**config.mk**
```make
export PLATFORM = sky130hd
export DESIGN_NAME = lut_neuron_layer_prog
export DESIGN_NICKNAME = d
export VERILOG_FILES = /design/src/rtl/lut_neuron_layer_prog.sv
export SDC_FILE = /design/constraint.sdc
export NUM_CORES = 1
export LEC_CHECK = 0
export ABC_AREA = 1
export CORE_ASPECT_RATIO = 1.5
export CORE_MARGIN = 2
export CORE_UTILIZATION = 48
export CTS_CLUSTER_SIZE = 20
export DETAILED_ROUTE_END_ITERATION = 10
export SYNTH_ARGS = -nofsm -noshare
export SYNTH_HDL_FRONTEND = slang
export SYNTH_SLANG_ARGS = --single-unit
```
**constraint.sdc**
```tcl
create_clock -name clk -period 3.2 [get_ports clk]
set_clock_uncertainty 0.2 [all_clocks]
set_input_delay 0.64 -clock clk [delete_from_list [all_inputs] [get_ports clk]]
set_output_delay 0.64 -clock clk [all_outputs]
set_load 0.01 [all_outputs]
```
**src/rtl/lut_neuron_layer_prog.sv**
```systemverilog
// Layer of N_NEURONS programmable LUT neurons with a one-deep valid/ready output stage.
// Optional configuration readback port is enabled by defining LUT_READBACK_EN.
module lut_neuron_layer_prog #(
  parameter int unsigned N_NEURONS = 4,
  parameter int unsigned IN_BITS   = 6,
  parameter int unsigned OUT_BITS  = 1,
  parameter int unsigned NID_W     = 2
) (
  input  logic                          clk,
  input  logic                          rst_n,
  input  logic                          in_valid,
  output logic                          in_ready,
  input  logic [N_NEURONS*IN_BITS-1:0]  in_data,
  output logic                          out_valid,
  input  logic                          out_ready,
  output logic [N_NEURONS*OUT_BITS-1:0] out_data,
  input  logic                          cfg_we,
  input  logic [NID_W-1:0]              cfg_neuron,
  input  logic [IN_BITS-1:0]            cfg_addr,
  input  logic [OUT_BITS-1:0]           cfg_wdata
`ifdef LUT_READBACK_EN
  ,
  input  logic                          cfg_re,
  output logic                          cfg_rvalid,
  output logic [OUT_BITS-1:0]           cfg_rdata
`endif
);

  localparam int unsigned DEPTH = 2 ** IN_BITS;

  typedef logic [OUT_BITS-1:0] entry_t;

  entry_t lut_q [N_NEURONS][DEPTH];
  entry_t lut_d [N_NEURONS][DEPTH];

  logic                          out_valid_q, out_valid_d;
  logic [N_NEURONS*OUT_BITS-1:0] out_data_q, out_data_d;
  logic [N_NEURONS*OUT_BITS-1:0] lookup;
  logic                          accept;

  // Indices at or above N_NEURONS match no table, so such writes are dropped.
  always_comb begin
    lut_d = lut_q;
    if (cfg_we) begin
      for (int unsigned k = 0; k < N_NEURONS; k++) begin
        if (cfg_neuron == NID_W'(k)) begin
          lut_d[k][cfg_addr] = cfg_wdata;
        end
      end
    end
  end

  always_ff @(posedge clk) begin
    if (!rst_n) begin
      lut_q <= '{default: '0};
    end else begin
      lut_q <= lut_d;
    end
  end

  // Reads the registered tables, so a same-cycle write is seen only by later lookups.
  always_comb begin
    lookup = '0;
    for (int unsigned k = 0; k < N_NEURONS; k++) begin
      lookup[k*OUT_BITS +: OUT_BITS] = lut_q[k][in_data[k*IN_BITS +: IN_BITS]];
    end
  end

  assign in_ready = !out_valid_q || out_ready;
  assign accept   = in_valid && in_ready;

  always_comb begin
    out_valid_d = out_valid_q;
    out_data_d  = out_data_q;
    if (accept) begin
      out_valid_d = 1'b1;
      out_data_d  = lookup;
    end else if (out_ready) begin
      out_valid_d = 1'b0;
    end
  end

  always_ff @(posedge clk) begin
    if (!rst_n) begin
      out_valid_q <= 1'b0;
      out_data_q  <= '0;
    end else begin
      out_valid_q <= out_valid_d;
      out_data_q  <= out_data_d;
    end
  end

  assign out_valid = out_valid_q;
  assign out_data  = out_data_q;

`ifdef LUT_READBACK_EN
  logic                rvalid_q;
  logic [OUT_BITS-1:0] rdata_q, rdata_d;

  // Out-of-range neuron reads return zero but still respond.
  always_comb begin
    rdata_d = rdata_q;
    if (cfg_re) begin
      rdata_d = '0;
      for (int unsigned k = 0; k < N_NEURONS; k++) begin
        if (cfg_neuron == NID_W'(k)) begin
          rdata_d = lut_q[k][cfg_addr];
        end
      end
    end
  end

  always_ff @(posedge clk) begin
    if (!rst_n) begin
      rvalid_q <= 1'b0;
      rdata_q  <= '0;
    end else begin
      rvalid_q <= cfg_re;
      rdata_q  <= rdata_d;
    end
  end

  assign cfg_rvalid = rvalid_q;
  assign cfg_rdata  = rdata_q;
`endif

endmodule

```
==> metrics.txt <==
outcome finished clean; CP max-delay cell clkdlybuf4s50_1; Hold WS 182.3 ps; Sw Ratio 27.05%; number of CTS-inserted buffers 28; Bufs and invs on worst path 3; Die X 141.2 um; most common cell in the netlist nand3_1; ranking of synthesized cells by area dfxtp_1 39%, nand3_1 18%, a21oi_1 9.5%; WHS Path Cells 3; Final Cell Area 0.01527 mm^2; number of distinct library cells after synthesis 19; largest net degree at the start of global routing 184; router iterations before antenna repair 7; TritonCTS clock tree built; DP Area 0.01425 mm^2; Fin Setup TNS 0 ps; Synth top area share 38.56%; fin crit period 2598 ps; post-CTS sizing 0; Initial Util 48.62%; GRT Total Usage 36.83%; CTS Hold Buffers Added 0; Port Buf Inserts 43; CP Capture Type primary output; Hold Startpoint cfg_wdata; Setup Viol. Count Final 0; final WL 55500 um; final core occ 54.78%; Post-CTS Setup Bufs 0; layout cells sized above 1 12.77%; critical path type in2out; share of power burned in registers 42.3%; mean post-synth cell area 7.044 um^2; CP most frequent cell clkdlybuf4s50_1; Rows 75; RSZ-0062 raised after global routing no; Lkg Pwr 4.830 nW; dpl hpwl 33100 um; worst skew pair latency 570 ps; Post-Syn Instances 1924; total core area 0.02787 mm^2; Clk pwr share 46.8%; area delta synth->final 12.67%; initial antenna violation count 0; Max Cap Viol 0; post-synth top area cell dfxtp_1; ant diodes 0; power density cells 505.1 mW/mm^2; Worst Reg-to-Reg Cells 10; post-synthesis cell area 0.01355 mm^2; Worst setup SP type input pin; internal power 5.626 mW; Main synth FF type dfxtp_1; Root Buffer clkbuf_16; Crit path required time 2360 ps; EDFF count, synth 0; Nets 1936; Setup WS post-layout 601.6 ps; Worst-path clk slew 60 ps; fillcell total 2813; vias in the first global route 13.39k; CP cell instances clkdlybuf4s50_1 > inv_1 > nand2_1 > clkdlybuf4s50_1; total grt overflow 0; Yosys reg bits 261; synth warn 0; Reg2Reg Setup Slack 1670 ps; Hold Crit Class in2reg; die height 209.8 um; hold worst-path end lut_q[193]$_SDFFE_PN0P_; max-slew violations 0; peak supply drop 455.3 uV; htree depth 1; final period utilization 81.20%; pre-CTS setup slack 397.3 ps; first-pass GRT wire length 82530 um; Slew HR 37.74%; FF+latch area 0.005225 mm^2; global placement routability congestion 0.9349; slowest stage delay, CP 540 ps; Max Clock Freq 0.3849 GHz; drt via density 6.349; post-synthesis async set-or-reset flop share 0%; Clock Path Buffers 3; footprint of the multi-input gates 0.007044 mm^2; die area 0.02962 mm^2; Psw 2.086 mW; Top delay family on crit path buffers and inverters; RR Startpoint lut_q[92]$_SDFFE_PN0P_; Critical Path AT 1760 ps; FF-to-FF End out_data[2]$_SDFFE_PN0P_; Logic pwr share 10.8%; DRC errors left 0; register area share after synthesis 38.56%; clk sinks 261; Final ANT Viol Nets 0; vias 14.38k; drt wl/cell 24.50 um; Crit Path Max Fanout 3; syn_nets 1962; final hold vios 0; Worst-Margin Slew 933.9 ps; synth cell count leaders 488 x nand3_1, 294 x nand2_1, 261 x dfxtp_1, 257 x a21oi_1, 252 x o21ai_0; DRT iter0 DRCs 1670; I/O pins 44
-- metal layers --
layer	share of wire [%]	routed length, um	up-vias	track usage [%]
met5	0	0	-	0
met4	6.7	3733	0	22.00
met3	10	5586	224	5.156
met2	45	25130	874	58.94
met1	38	21050	6731	47.10
li1	-	-	6551	-
-- cells by family (layout without fill, tap and decap cells) --
| logic type | Yosys count | count (layout) | synth area share (%) |
|---|---|---|---|
| compound gates | 513 | 513 | 18.95 |
| buf+inv | 272 | 267 | 9.648 |
| flops | 261 | 261 | 38.56 |
| simple gates | 878 | 878 | 32.85 |
-- cells in the final DEF (no fill, tap or decap), drive strengths merged --
cell type,count
a21oi,257
buf,54
bufinv,15
clkbuf,41
clkdlybuf4s50,42
clkinv,5
clkinvlp,1
dfxtp,261
inv,109
nand2,294
nand3,488
nand3b,4
nor2,72
nor3,20
o21ai,256
-- power by group through the flow --
stage | sequential [mW] | combinational [mW] | clock [mW]
floorplan | 3.34 | 0.445 | 0
global placement | 3.34 | 0.803 | 0
detailed placement | 3.34 | 0.802 | 0
CTS | 3.26 | 0.805 | 3.61
global route | 3.26 | 0.856 | 3.75
finish | 3.27 | 0.834 | 3.61
-- stage by stage --
step	cells	power [mW]
4_1_cts	2265	7.679
3_3_place_gp	2214	4.141
3_5_place_dp	2214	4.141
6_report	2265	7.711
5_1_grt	2265	7.867
2_1_floorplan	1924	3.782
-- flip-flops by register name, indices dropped and copies added (netlist names) --
signal,flops
out_data,4
out_valid,1
lut_q,256
-- final cells by class --
type,instances,area share (%)
multi-input cells,1391,46.14
clock buffers,41,5.572
inverters,120,3.991
repair buffers,96,6.171
clock inverters,10,1.074
well taps,346,2.835
flip-flops and latches,261,34.22
-- worst reg2reg max path, stage by stage (launching register included) --
cell	delay (ps)
dfxtp_1	320
nand2_1	60
nand3_1	110
nand3_1	140
nand3_1	150
nand2_1	150
nand2_1	60
nand3_1	80
nand3_1	80
nand2_1	70
inv_1	30
-- worst max path at each step --
stage                               endpoint          start  depth (start not counted)  slack (ps)
floorplan           out_data[0]$_SDFFE_PN0P_     in_data[1]                         12        1310
global placement     lut_q[231]$_SDFFE_PN0P_    cfg_addr[3]                          8         360
detailed placement    lut_q[27]$_SDFFE_PN0P_  cfg_neuron[1]                          6         400
CTS                                 in_ready      out_ready                          4         600
global route                        in_ready      out_ready                          4         560
finish                              in_ready      out_ready                          4         600
Power figures use the tool's default switching activity.
